===== src/rtl/cmp_pkg.sv =====
// Shared definitions for the serial nibble comparator: FSM state encoding,
// one-hot result constants and the cascade-resolution helper.
package cmp_pkg;

    typedef enum logic [1:0] {
        IDLE = 2'd0,
        RUN  = 2'd1,
        DONE = 2'd2
    } state_t;

    // One-hot result encoding {gt,lt,eq}
    localparam logic [2:0] RES_GT   = 3'b100;
    localparam logic [2:0] RES_LT   = 3'b010;
    localparam logic [2:0] RES_EQ   = 3'b001;
    localparam logic [2:0] RES_NONE = 3'b000;

    // When every nibble matches, the cascade input decides. Only a clean
    // GT or LT code passes through; anything else (EQ, zero, multi-hot)
    // collapses to EQ so the output is always one-hot.
    function automatic logic [2:0] resolve_cascade(input logic [2:0] cas);
        case (cas)
            RES_GT:  return RES_GT;
            RES_LT:  return RES_LT;
            default: return RES_EQ;
        endcase
    endfunction

endpackage


===== src/rtl/cmp4_slice.sv =====
// Combinational 4-bit unsigned magnitude compare slice.
module cmp4_slice (
    input  logic [3:0] a,
    input  logic [3:0] b,
    output logic       gt,
    output logic       lt
);

    assign gt = (a > b);
    assign lt = (a < b);

endmodule


===== src/rtl/compare_seq_ctrl.sv =====
// Serial wide-operand comparator: one 4-bit slice walks the captured
// operands from the most significant nibble down and produces a one-hot
// {gt,lt,eq} result with a single-cycle done pulse.
// Optional macro CMP_EARLY_EXIT_EN: leave RUN on the first differing nibble
// (variable latency). Without it, RUN always lasts NIBBLES cycles.
module compare_seq_ctrl
    import cmp_pkg::*;
#(
    parameter int NIBBLES = 4
) (
    input  logic                 sys_clk,
    input  logic                 sys_rst,
    input  logic                 start,
    input  logic [4*NIBBLES-1:0] a_in,
    input  logic [4*NIBBLES-1:0] b_in,
    input  logic [2:0]           cas_in,
    output logic                 busy,
    output logic                 done,
    output logic [2:0]           f_out
);

    localparam int W     = 4 * NIBBLES;
    localparam int IDX_W = (NIBBLES > 1) ? $clog2(NIBBLES) : 1;

    state_t           state_reg, state_next;
    logic [IDX_W-1:0] idx_reg, idx_next;
    logic             decided_reg, decided_next;
    logic [2:0]       f_reg, f_next;
    logic [W-1:0]     a_reg, a_next;
    logic [W-1:0]     b_reg, b_next;
    logic [2:0]       cas_reg, cas_next;

    logic [3:0]       a_nibs [NIBBLES];
    logic [3:0]       b_nibs [NIBBLES];
    logic             slice_gt;
    logic             slice_lt;

    // Split captured operands into nibble arrays so the slice input is a
    // simple index mux on idx.
    generate
        for (genvar gi = 0; gi < NIBBLES; gi++) begin : g_nib
            assign a_nibs[gi] = a_reg[4*gi +: 4];
            assign b_nibs[gi] = b_reg[4*gi +: 4];
        end
    endgenerate

    cmp4_slice u_slice (
        .a  (a_nibs[idx_reg]),
        .b  (b_nibs[idx_reg]),
        .gt (slice_gt),
        .lt (slice_lt)
    );

    // State and datapath registers, cleared asynchronously.
    always_ff @(posedge sys_clk or posedge sys_rst) begin
        if (sys_rst) begin
            state_reg   <= IDLE;
            idx_reg     <= '0;
            decided_reg <= 1'b0;
            f_reg       <= RES_NONE;
            a_reg       <= '0;
            b_reg       <= '0;
            cas_reg     <= 3'b000;
        end else begin
            state_reg   <= state_next;
            idx_reg     <= idx_next;
            decided_reg <= decided_next;
            f_reg       <= f_next;
            a_reg       <= a_next;
            b_reg       <= b_next;
            cas_reg     <= cas_next;
        end
    end

    // Next-state logic: capture on start, scan nibbles MSB->LSB, pulse done.
    always_comb begin
        state_next   = state_reg;
        idx_next     = idx_reg;
        decided_next = decided_reg;
        f_next       = f_reg;
        a_next       = a_reg;
        b_next       = b_reg;
        cas_next     = cas_reg;

        case (state_reg)
            IDLE: begin
                if (start) begin
                    a_next       = a_in;
                    b_next       = b_in;
                    cas_next     = cas_in;
                    idx_next     = IDX_W'(NIBBLES - 1);
                    decided_next = 1'b0;
                    f_next       = RES_NONE;
                    state_next   = RUN;
                end
            end

            RUN: begin
                // The first differing nibble wins; once decided, the
                // remaining nibbles are still clocked through but ignored.
                if (!decided_reg) begin
                    if (slice_gt) begin
                        f_next       = RES_GT;
                        decided_next = 1'b1;
                    end else if (slice_lt) begin
                        f_next       = RES_LT;
                        decided_next = 1'b1;
                    end else if (idx_reg == '0) begin
                        f_next = resolve_cascade(cas_reg);
                    end
                end

                if (idx_reg == '0) begin
                    state_next = DONE;
                end
`ifdef CMP_EARLY_EXIT_EN
                else if (!decided_reg && (slice_gt || slice_lt)) begin
                    state_next = DONE;
                end
`endif
                else begin
                    idx_next = idx_reg - IDX_W'(1);
                end
            end

            DONE: begin
                state_next = IDLE;
            end

            default: begin
                state_next = IDLE;
            end
        endcase
    end

    assign busy  = (state_reg == RUN);
    assign done  = (state_reg == DONE);
    assign f_out = f_reg;

endmodule


===== config.mk =====
export PLATFORM = sky130hd
export DESIGN_NAME = compare_seq_ctrl
export DESIGN_NICKNAME = d
export VERILOG_FILES = /design/src/rtl/cmp_pkg.sv /design/src/rtl/cmp4_slice.sv /design/src/rtl/compare_seq_ctrl.sv
export SDC_FILE = /design/constraint.sdc
export NUM_CORES = 1
export LEC_CHECK = 0
export BUFFER_PORTS_ARGS = -buffer_cell sky130_fd_sc_hd__buf_2
export CORE_UTILIZATION = 35
export DETAILED_ROUTE_END_ITERATION = 6
export PLACE_DENSITY_LB_ADDON = 0.25
export SETUP_SLACK_MARGIN = 0.4
export SLEW_MARGIN = 20
export SYNTH_ARGS = -nofsm -noshare
export SYNTH_HDL_FRONTEND = slang
export SYNTH_SLANG_ARGS = --single-unit

===== constraint.sdc =====
create_clock -name sys_clk -period 2.5 [get_ports sys_clk]
set_clock_uncertainty 0.2 [all_clocks]
set_input_delay 0.375 -clock sys_clk [delete_from_list [all_inputs] [get_ports sys_clk]]
set_output_delay 0.375 -clock sys_clk [all_outputs]
set_load 0.01 [all_outputs]

Yosys cells after proc, flatten, opt, wreduce, memory -nomap -nowiden
Cells that the tools add are included.
{"block": "totals", "reg_bits": 43, "latch_bits": 0, "ramBits": 0, "rom_bits": 0, "inputBits": 38, "out_inout_bits": 5, "word_cells": 53, "n_memories": 0}
{"block": "classes", "add_sub_neg": 1, "multipliers": 0, "div_mod_pow": 0, "magnitude_cmp": 3, "eq_ne": 9, "shifts": 0, "n_mux": 24, "bitwise": 1, "n_reduce_logical": 8}
{"op": "binary-select mux 4 bit (select 2 bit)", "n": 2}
{"op": "two-way mux 4 bit", "n": 4}
{"op": "two-way mux 3 bit", "n": 5}
{"op": "one-hot mux 3 bit (2 select lines)", "n": 2}
{"op": "two-way mux 2 bit", "n": 4}
{"op": "one-hot mux 2 bit (2 select lines)", "n": 2}
{"op": "!= test 2 bit, second input constant", "n": 3}
{"op": "AND reduction 2 bit", "n": 3}
{"op": "> comparator 4 bit", "n": 1}
{"op": "logical NOT 2 bit", "n": 2}
{"op": "< comparator 4 bit", "n": 1}
{"op": "two-way mux 1 bit", "n": 4}
{"op": "!= test 4 x 1 -> 1 bit, second input constant", "n": 1}
{"op": "AND reduction 4 bit", "n": 1}
{"op": "== test 3 x 2 -> 1 bit, second input constant", "n": 1}
{"op": "== test 3 bit, second input constant", "n": 1}
{"op": "greater-or-equal comparator 3 bit, second input constant", "n": 1}
{"op": "NOT 2 -> 3 bit", "n": 1}
{"op": "AND reduction 3 bit", "n": 1}
{"op": "== test 2 x 1 -> 1 bit, second input constant", "n": 1}
{"op": "== test 2 bit, second input constant", "n": 1}
{"op": "!= test 2 x 1 -> 1 bit, second input constant", "n": 1}
{"op": "one-hot mux 1 bit (2 select lines)", "n": 1}
{"op": "nonzero test 2 bit", "n": 1}
{"op": "subtractor 2 x 1 -> 2 bit, second input constant", "n": 1}

Longest topological paths before layout
Gate-level depths: netlist of the first run.
{"block": "depth", "word_depth": 9, "ltp_mapped": 8, "mapped_depth_nobuf": 7}

By module
From an unflattened synthesis of the first run, not the netlist that was laid out.
{"block": "hier_totals", "hier_cells": 213, "area_unflattened_um2": 2028.2}
{"mod": "compare_seq_ctrl", "n_inst": 1, "cells_each": 198, "area_per_inst_um2": 1914.3, "seq_area_each_um2": 1076.0}
{"mod": "cmp4_slice", "n_inst": 1, "cells_each": 15, "area_per_inst_um2": 113.9, "seq_area_each_um2": 0.0}

Worst setup path before layout of the first run
OpenSTA, ideal clock, no wires.
{"block": "synth_timing", "path_type": "register to register", "startpoint": "register idx_reg[1]", "endpoint": "register f_reg[0] (netlist: f_out[0])", "setup_ns": 0.124, "arrival_ns": 2.004, "t_required_ns": 2.176, "slack_ns": 0.172, "path_stages_with_launch": 8, "path_buffers": 1, "synth_period_minus_slack_ns": 2.328, "cell_sequence": "dfrtp_1 buf_2 mux4_2 ha_1 a21oi_1 a31o_1 o21ai_1 o2bb2ai_1"}
{"block": "synth_via", "elab_chain_len": 9, "elab_cells_between_ends": 16, "cone_classes": "2 x order compare; 1 x eq/ne; 10 x mux; 1 x bitwise; 2 x reduce/logical"}
{"element": "from (decl)", "line_no": "compare_seq_ctrl.sv:26", "source": "logic [IDX_W-1:0] idx_reg, idx_next;"}
{"element": "from (signal assigned)", "line_no": "compare_seq_ctrl.sv:66", "source": "idx_reg <= idx_next;"}
{"element": "NOT 2 -> 3 bit (implied by the code)", "line_no": "compare_seq_ctrl.sv:48, compare_seq_ctrl.sv:49"}
{"element": "binary-select mux 4 bit (select 2 bit), on equally long branches", "line_no": "compare_seq_ctrl.sv:48, compare_seq_ctrl.sv:49"}
{"element": "two-way mux 4 bit, on equally long branches (2 in a row)", "line_no": "compare_seq_ctrl.sv:48, compare_seq_ctrl.sv:49"}
{"element": "< comparator 4 bit", "line_no": "cmp4_slice.sv:10", "source": "assign lt = (a < b);"}
{"element": "two-way mux 3 bit", "line_no": "compare_seq_ctrl.sv:105", "source": "end else if (slice_lt) begin"}
{"element": "two-way mux 3 bit", "line_no": "compare_seq_ctrl.sv:102", "source": "if (slice_gt) begin"}
{"element": "two-way mux 3 bit", "line_no": "compare_seq_ctrl.sv:101", "source": "if (!decided_reg) begin"}
{"element": "one-hot mux 3 bit (2 select lines)", "line_no": "compare_seq_ctrl.sv:85", "source": "case (state_reg)"}
{"element": "to (signal assigned)", "line_no": "compare_seq_ctrl.sv:68", "source": "f_reg <= f_next;"}
{"element": "to (decl)", "line_no": "compare_seq_ctrl.sv:28", "source": "logic [2:0] f_reg, f_next;"}
Parallel ways exist; a longest one is shown, timed or not. The select of a mux whose other input is x is not followed.
A chain may end at the register's enable or synchronous reset.

Worst setup path after layout of the first run
{"block": "layout_timing", "startpoint": "register idx_reg[1]", "endpoint": "register f_reg[2] (netlist: f_out[2])"}
Same word-level chain as after synthesis.

==> impl_metrics.toml, run 1 <==
[detailed_routing]
wl_um = 3846
drc = 0
postRouteAntennaNets = 0
num_vias = 1286
routedWlPerCell_um = 14.24
routed_via_density = 4.763
dr.pass1.iters = 4
drtIter0Drc = 79

[min_path]
min_path_cells = 2
whs_endpoint = "a_reg[10]"
hold_path_class = "in -> reg"
hp-start = "a_in[10]"

[timing]
tightest_slew_ns = 0.3134
setup_viol = 0
final.setup.tns_ns = 0
hold_ws_ns = 0.09008
finalHoldViolations = 0
fmaxAchievable_mhz = 435.0
finalCritPeriodShare_pct = 91.96
rsz0062_at_grt = "yes"
period_minus_slack_ns = 2.299
drv_slew = 0
slew_headroom_pct = 79.10

[placement]
hpwl_um = 3000
place.gp.congestion = 0.8020
io_buffers = 42
place_inst = 256

[setup_path]
worst-path-buf-inv = 1
r2r_start = "idx_reg[1]"
rr_endpoint = "f_out[2]"
critPathKind = "reg -> reg"
worst_ep_arrival_time_ns = 2.32
slowest_stage = "mux4_2"
worstRegToRegCells = 7
cp-end-kind = "flop"
path_cells = "mux4_2 -> ha_1 -> a21oi_2 -> a31o_1 -> buf_4 -> nor2_1 -> o2bb2ai_1"
critPathLaunchType = "flop"
slowest_delay_ns = 0.52
r2r_slack_ns = 0.20
cp_max_fo = 5
critPathRequiredTime_ns = 2.52
crit_family = "compound AO/OA/AOI/OAI gates"

[synthesis]
netlist_instances = 140
yosys_warnings = 0
seq_area_frac_synth_pct = 53.52
synth_top_area_cell = "dfrtp_1"
synth_edf_count = 0
synthFlopType = "dfrtp_1"
ys_seq_elements = 43
netlist.area_leader.share_pct = 53.52
syn_avg_cell_area_um2 = 14.36
yosys-top-cells-count = "dfrtp_1 (43), mux2_1 (35), inv_1 (8), mux4_2 (8), a21oi_1 (7)"
synth_area_um2 = 2011
async_flop_share_pct = 100.0
yosys.cell_count.top_type = "dfrtp_1"
synthDistinctLibCells = 27
synth_nets = 183
synthTopCellsByArea = "dfrtp_1 (54%), mux2_1 (20%), mux4_2 (9.0%)"

[power_and_ir_drop]
p_leak_nw = 1.151
swShare_pct = 34.26
p_per_area_nw_per_um2 = 1343
pwr-share-comb_pct = 47.0
p_clk_share_pct = 15.3
p_seq_share_pct = 37.7
max-vdd-ir-drop_uv = 699.5
power.internal_mw = 2.241
p_sw_mw = 1.168

[clock_network]
clk_pin_slew_ns = 0.08
cts-root-buf = "clkbuf_8"
clockBufferDepth = 2
htreeDepth = 2
insertion_delay_ns = 0.29
cts.sinks = 43
numCtsBuffers = 5
cts_tree = "done"

[global_route]
antenna_found_initial = 0
grtUsageTotal_pct = 15.02
grt_pass1_vias = 1494
grt_max_degree = 26
grt_pass1_wl_um = 6975
overflow = 0

[final_layout]
insertedDiodeCount = 0
drive_gt1_share_pct = 41.41
instances_no_fill = 270
fill_cells = 517
final_core_util_pct = 46.08
syn2layout_area_growth_pct = 26.20
layout.nets = 241

[floorplan]
die_h_um = 77.80
io_pins = 43
core_area_um2 = 5507
fp-row-count = 27
die_x_um = 77.80
start_util_pct = 36.51
dieArea_um2 = 6052

[run]
cap_viol_max_count = 0

[status]
outcome = "complete, no violations"
## metrics by stage
stage	area, um2	worst slack [ns]	power, mW
5_1_grt	2537	0.05106	3.702
6_report	2537	0.2011	3.408
2_1_floorplan	2039	0.2880	2.365
3_5_place_dp	2351	0.06671	2.724
4_1_cts	2512	0.1860	3.374
3_3_place_gp	2351	0.1865	2.666
## worst max-delay path by stage
stage	start	end	depth (start not counted)
floorplan	idx_reg[0]	f_out[0]	7
global placement	idx_reg[0]	f_out[2]	6
detailed placement	idx_reg[0]	f_out[0]	6
CTS	idx_reg[0]	f_out[1]	6
global route	idx_reg[0]	f_out[2]	6
finish	idx_reg[1]	f_out[2]	7
## cell families after synthesis
kind of cell	Yosys count	synth area share, %
flops	43	53.52
fa+ha+maj	5	3.111
compound gates	16	5.352
buf+inv	13	3.111
xor+xnor	1	0.4357
simple gates	19	5.912
mux	43	28.56
## routing by layer
metal  track usage, %  part of all wire [%]
met3            4.000                   4.2
met4            5.472                   1.4
met5                0                     0
met2            26.11                    52
met1            17.73                    42
## placed cells by master (no fill, tap or decap), drive strengths merged
master	netlist	final
mux2	35	35
mux4	8	8
nor4	1	1
a21o	1	1
dfrtp	43	43
xnor2	1	1
ha	5	5
nor2b	3	3
inv	8	8
nand4	1	1
a211o	1	1
nor2	6	6
nand2	2	2
buf	5	55
o21ai	2	2
o2bb2ai	3	3
a21oi	7	7
nand2b	4	4
or3b	1	1
dlygate4sd3	0	1
o211ai	1	1
and2	1	1
clkinvlp	0	1
bufinv	0	1
clkbuf	0	5
a31o	1	1
## worst register-to-register path, cell delays in order (launching register included)
cell and delay, ns:
dfrtp_2 0.43, mux4_2 0.53, ha_1 0.35, a21oi_2 0.20, a31o_1 0.24, buf_4 0.13, nor2_1 0.03, o2bb2ai_1 0.11
## power by group through the flow
stage          logic [mW]  registers (mW)  clock network (mW)
3_5_place_dp         1.43            1.30                   0
4_1_cts              1.55            1.29               0.537
3_3_place_gp         1.37            1.30                   0
5_1_grt              1.80            1.33               0.568
2_1_floorplan        1.18            1.18                   0
6_report             1.60            1.28               0.521
## cell type report
type,instances,area [um2],share of cell area (%)
timing repair buffer,56,321.6,12.67
tap,72,90.09,3.550
clock buffer,5,68.82,2.712
inverter,8,30.03,1.183
sequential,43,1079,42.50
clock inverter,2,37.54,1.479
multi-input combinational,84,910.9,35.90
## what timing repair did
action / CTS / global route
pin swaps: 6 / 5
setup endpoints to repair: 6 / 5
resized for setup: 3 / 3
endpoints found under the hold margin: 43 / 0
hold buffers: 1 / 0
buffers inserted: 4 / 2
No activity file was read; power rests on OpenSTA's default activity.
==> inputs of run 2 (changes only) <==
==> constraint.sdc (replaced) <==
create_clock -name sys_clk -period 2.5 [get_ports sys_clk]
set_clock_uncertainty 0.2 [all_clocks]
set_input_delay 0.125 -clock sys_clk [delete_from_list [all_inputs] [get_ports sys_clk]]
set_output_delay 0.125 -clock sys_clk [all_outputs]
set_load 0.01 [all_outputs]
==> run 2 against run 1 <==
Sequential power about the same. Combinational power down 3%. Final cell count up 12%. Critical path type unchanged. Global-route usage up 0.36 points. Total power down 4.3%. First-iteration DRC count down 57%. Highest routed layer unchanged. Largest power group unchanged. Non-clock buffer count up 31.
==> impl_metrics.toml, run 2 (same netlist as run 1, synthesis figures left out) <==
[status]
outcome = "complete, no violations"

[timing]
setup_viol = 0
finalHoldViolations = 0
final.setup.tns_ns = 0
rsz0062_at_grt = "yes"
finalCritPeriodShare_pct = 91.65
tightest_slew_ns = 0.5379
slew_headroom_pct = 64.14
period_minus_slack_ns = 2.291
fmaxAchievable_mhz = 436.4
drv_slew = 0

[setup_path]
critPathLaunchType = "flop"
slowest_stage = "mux4_2"
critPathLaunch = "idx_reg[0]"
path_cells = "mux4_2 -> ha_4 -> nand4_1 -> a31o_1 -> o21ai_2 -> o2bb2ai_1"
cp-end-kind = "flop"
rr_endpoint = "f_out[2]"
r2r_slack_ns = 0.21
critPathRequiredTime_ns = 2.52
critPathKind = "reg -> reg"
critPathCapture = "f_out[2]"
r2r_start = "idx_reg[0]"
worstRegToRegCells = 6
cp_max_fo = 6
slowest_delay_ns = 0.56
worst_ep_arrival_time_ns = 2.31

[detailed_routing]
routedWlPerCell_um = 13.39
postRouteAntennaNets = 0
num_vias = 1419
wl_um = 4043
dr.pass1.iters = 4
drtIter0Drc = 34
drc = 0
routed_via_density = 4.699

[floorplan]
die_h_um = 77.80
core_area_um2 = 5507
dieArea_um2 = 6052
die_x_um = 77.80
io_pins = 43
fp-row-count = 27
start_util_pct = 36.51

[placement]
io_buffers = 42
place.gp.congestion = 0.7906
place_inst = 255
hpwl_um = 2990
dpl_cell_area_um2 = 2344

[power_and_ir_drop]
p_leak_nw = 1.268
p_per_area_nw_per_um2 = 1153
max-vdd-ir-drop_uv = 520.2

[clock_network]
htreeDepth = 2
insertion_delay_ns = 0.29
cts_tree = "done"
numCtsBuffers = 5
cts-root-buf = "clkbuf_8"
clockBufferDepth = 2
cts.sinks = 43
clk_pin_slew_ns = 0.08

[global_route]
grtUsageTotal_pct = 15.38
grt_pass1_vias = 1536
grt_pass1_wl_um = 7127
overflow = 0
grt_max_degree = 44
antenna_found_initial = 0

[final_layout]
drive_gt1_share_pct = 32.61
final_common_cell = "buf_2"
syn2layout_area_growth_pct = 40.70
layout.nets = 272
fill_cells = 499
insertedDiodeCount = 0
layout_common_cells = "buf_2 (42), dfrtp_1 (41), dlygate4sd3_1 (37)"
instances_no_fill = 302
final_cell_area_um2 = 2829

[min_path]
hp-start = "f_out[0]"
hold_path_class = "reg -> reg"

[run]
cap_viol_max_count = 0
run 2: cell type report:
cell class / count / area (um2) / share of cell area, %
Multi-Input combinational cell: 84 / 904.6 / 31.98
Tap cell: 72 / 90.09 / 3.184
Clock buffer: 6 / 72.57 / 2.565
Clock inverter: 2 / 12.51 / 0.4423
Timing Repair Buffer: 87 / 640.6 / 22.64
Sequential cell: 43 / 1079 / 38.12
Inverter: 8 / 30.03 / 1.061
run 2: worst min path at each step:
stage,to,depth (start not counted)
3_3_place_gp,a_reg[15],3
2_1_floorplan,b_reg[0],1
3_5_place_dp,a_reg[15],3
5_1_grt,b_reg[2],1
4_1_cts,f_out[0],1
6_report,f_out[0],1
run 2: timing repair:
item	CTS	global route
buffers inserted	2	0
hold endpoints to repair	79	0
pin swaps	2	0
resized for setup	3	0
hold buffers	37	0
endpoints found under the setup margin	4	4
run 2: report_power, final:
group	switching (mW)	internal [mW]	leakage (nW)	total, mW
Combinational	0.681	0.868	0.720	1.55
Sequential	0.246	1.04	0.506	1.29
Clock	0.229	0.195	0.0412	0.424
run 2: critical path, delay by kind of cell, from the launching register on:
kind / cells / cell delay [ns]
AND/OR/NAND/NOR: 1 / 0.14
adder cells (fa/ha/maj): 1 / 0.29
flip-flops: 1 / 0.45
AO/OA/AOI/OAI: 3 / 0.58
multiplexers: 1 / 0.56
run 2: metal layers:
layer | part of all wire, % | up-vias | track usage, %
li1 | - | 678 | -
met1 | 45 | 706 | 18.35
met2 | 50 | 27 | 27.17
met3 | 3.1 | 8 | 3.176
met4 | 1.6 | 0 | 5.660
met5 | 0 | - | 0
run 2: through the flow:
step           total power, mW  utilization [%]  hold slack [ns]  setup WS [ns]
2_1_floorplan            2.365                -          0.05970         0.2880
3_3_place_gp             2.662            42.56          0.07281         0.1937
3_5_place_dp             2.729            42.56          0.08852         0.1041
4_1_cts                  3.297            51.37           0.2917         0.2008
5_1_grt                  3.547            51.37           0.3154         0.1005
6_report                 3.262            51.37           0.2929         0.2086
==> inputs of run 3 (changes only) <==
--- a/config.mk
+++ b/config.mk
@@ -6,7 +6,7 @@
 export NUM_CORES = 1
 export LEC_CHECK = 0
 export BUFFER_PORTS_ARGS = -buffer_cell sky130_fd_sc_hd__buf_2
-export CORE_UTILIZATION = 35
+export CORE_UTILIZATION = 40
 export DETAILED_ROUTE_END_ITERATION = 6
 export PLACE_DENSITY_LB_ADDON = 0.25
 export SETUP_SLACK_MARGIN = 0.4
==> run 3 against run 2 <==
Global-route usage up 1.9 points. Highest routed layer unchanged. Sequential power about the same. Routed wire length down 3.7%. Final cell count down 1.3%. Worst hold slack worse by 0.0038 ns.
==> impl_metrics.toml, run 3 (same netlist as run 1, synthesis figures left out) <==
[setup_path]
critPathKind = "reg -> reg"
slowest_stage = "mux4_2"
path_cells = "buf_4 -> mux4_2 -> ha_4 -> nand4_1 -> a31o_1 -> o21ai_2 -> o2bb2ai_1"
crit_family = "compound AO/OA/AOI/OAI gates"
worst_ep_arrival_time_ns = 2.34
critPathRequiredTime_ns = 2.52
slowest_delay_ns = 0.53
cp_max_fo = 4
cp-end-kind = "flop"
critPathLaunchType = "flop"
worst-path-buf-inv = 1

[placement]
place.gp.congestion = 0.7353
io_buffers = 42
post-place-ws_ns = 0.07978
hpwl_um = 2621

[final_layout]
layout_common_cells = "dfrtp_1 (42), buf_2 (42), dlygate4sd3_1 (37)"
drive_gt1_share_pct = 33.33
final_core_util_pct = 59.16
syn2layout_area_growth_pct = 40.82
insertedDiodeCount = 0
layout.nets = 273

[power_and_ir_drop]
max-vdd-ir-drop_uv = 553.4
power.internal_mw = 2.105
p_sw_mw = 1.128
p_clk_share_pct = 13.0
swShare_pct = 34.88
p_per_area_nw_per_um2 = 1142
p_leak_nw = 1.280
p_seq_share_pct = 39.1
pwr-share-comb_pct = 47.9

[detailed_routing]
drtIter0Drc = 46
num_vias = 1409
routed_via_density = 4.728
dr.pass1.iters = 4
routedWlPerCell_um = 13.06
drc = 0
postRouteAntennaNets = 0
wl_um = 3893

[timing]
worst_slack_ns = 0.1756
setup_viol = 0
slew_headroom_pct = 64.95
final.setup.tns_ns = 0
period_minus_slack_ns = 2.324
fmaxAchievable_mhz = 430.2
drv_slew = 0
finalCritPeriodShare_pct = 92.97
tightest_slew_ns = 0.5257
finalHoldViolations = 0
rsz0062_at_grt = "yes"

[clock_network]
cts_tree = "done"
cts-root-buf = "clkbuf_8"
insertion_delay_ns = 0.29
clockBufferDepth = 2
cts.sinks = 43
htreeDepth = 2
clk_pin_slew_ns = 0.08
numCtsBuffers = 5

[floorplan]
dieArea_um2 = 5314
io_pins = 43
die_h_um = 72.90
core_area_um2 = 4786
fp-row-count = 25
start_util_pct = 42.01
die_x_um = 72.90

[global_route]
grt_pass1_wl_um = 6858
overflow = 0
grtUsageTotal_pct = 17.25
grt_max_degree = 44
grt_pass1_vias = 1497
antenna_found_initial = 0

[min_path]
hold_path_class = "reg -> reg"

[status]
outcome = "complete, no violations"

[run]
cap_viol_max_count = 0
[run 3: layer usage]
layer  vias to the layer above  track usage, %  part of all wire (%)
met3                         8           4.972                   4.5
met5                         -               0                     0
met4                         0           7.407                   2.1
li1                        682               -                     -
met2                        41           28.76                    49
met1                       678           20.93                    45
[run 3: worst register-to-register path: cells and delay by family, from the launching register on]
kind,cells,cell delay (ns)
AOI/OAI and AO/OA,3,0.57
muxes,1,0.53
DFF,1,0.39
adders and majority gates,1,0.29
buffers and inverters,1,0.14
and+or+nand+nor,1,0.14
[run 3: final cells by class]
type,instances,area (um2)
fillers,398,1954
flip-flops and latches,43,1077
multi-input cells,84,904.6
repair buffers,88,651.9
well taps,67,83.83
clock buffers,5,68.82
inverters,8,30.03
clock inverters,3,15.01
[run 3: final timing paths]
kind                       startpoint          to  slack [ns]  depth (start not counted)
max                        idx_reg[0]    f_out[1]        0.18                          7
max in group asynchronous     sys_rst  idx_reg[1]        1.42                          4
min in group asynchronous     sys_rst   a_reg[12]        0.30                          4
min reg2reg                  f_out[0]    f_out[0]        0.29                          1
min                          f_out[0]    f_out[0]        0.29                          1
max reg2reg                idx_reg[0]    f_out[1]        0.18                          7
[run 3: timing repair]
item | 4_1_cts | 5_1_grt
endpoints found under the setup margin | 4 | 4
hold endpoints to repair | 79 | 0
setup buffers | 4 | 0
hold buffers | 37 | 0
resized for setup | 3 | 1
pin swaps | 1 | 0
[run 3: per-stage QoR]
step	instance area, um2	hold slack (ns)	power, mW	cells
finish	2831	0.2891	3.233	298
global route	2831	0.3094	3.539	298
CTS	2819	0.2941	3.231	298
detailed placement	2330	0.1004	2.686	249
global placement	2330	0.07127	2.646	249
floorplan	2039	0.05970	2.365	140
[run 3: power groups by stage]
stage / sequential, mW / combinational [mW] / clock [mW]
2_1_floorplan: 1.18 / 1.18 / 0
3_3_place_gp: 1.28 / 1.37 / 0
3_5_place_dp: 1.28 / 1.40 / 0
4_1_cts: 1.26 / 1.52 / 0.441
5_1_grt: 1.31 / 1.75 / 0.476
6_report: 1.26 / 1.55 / 0.421
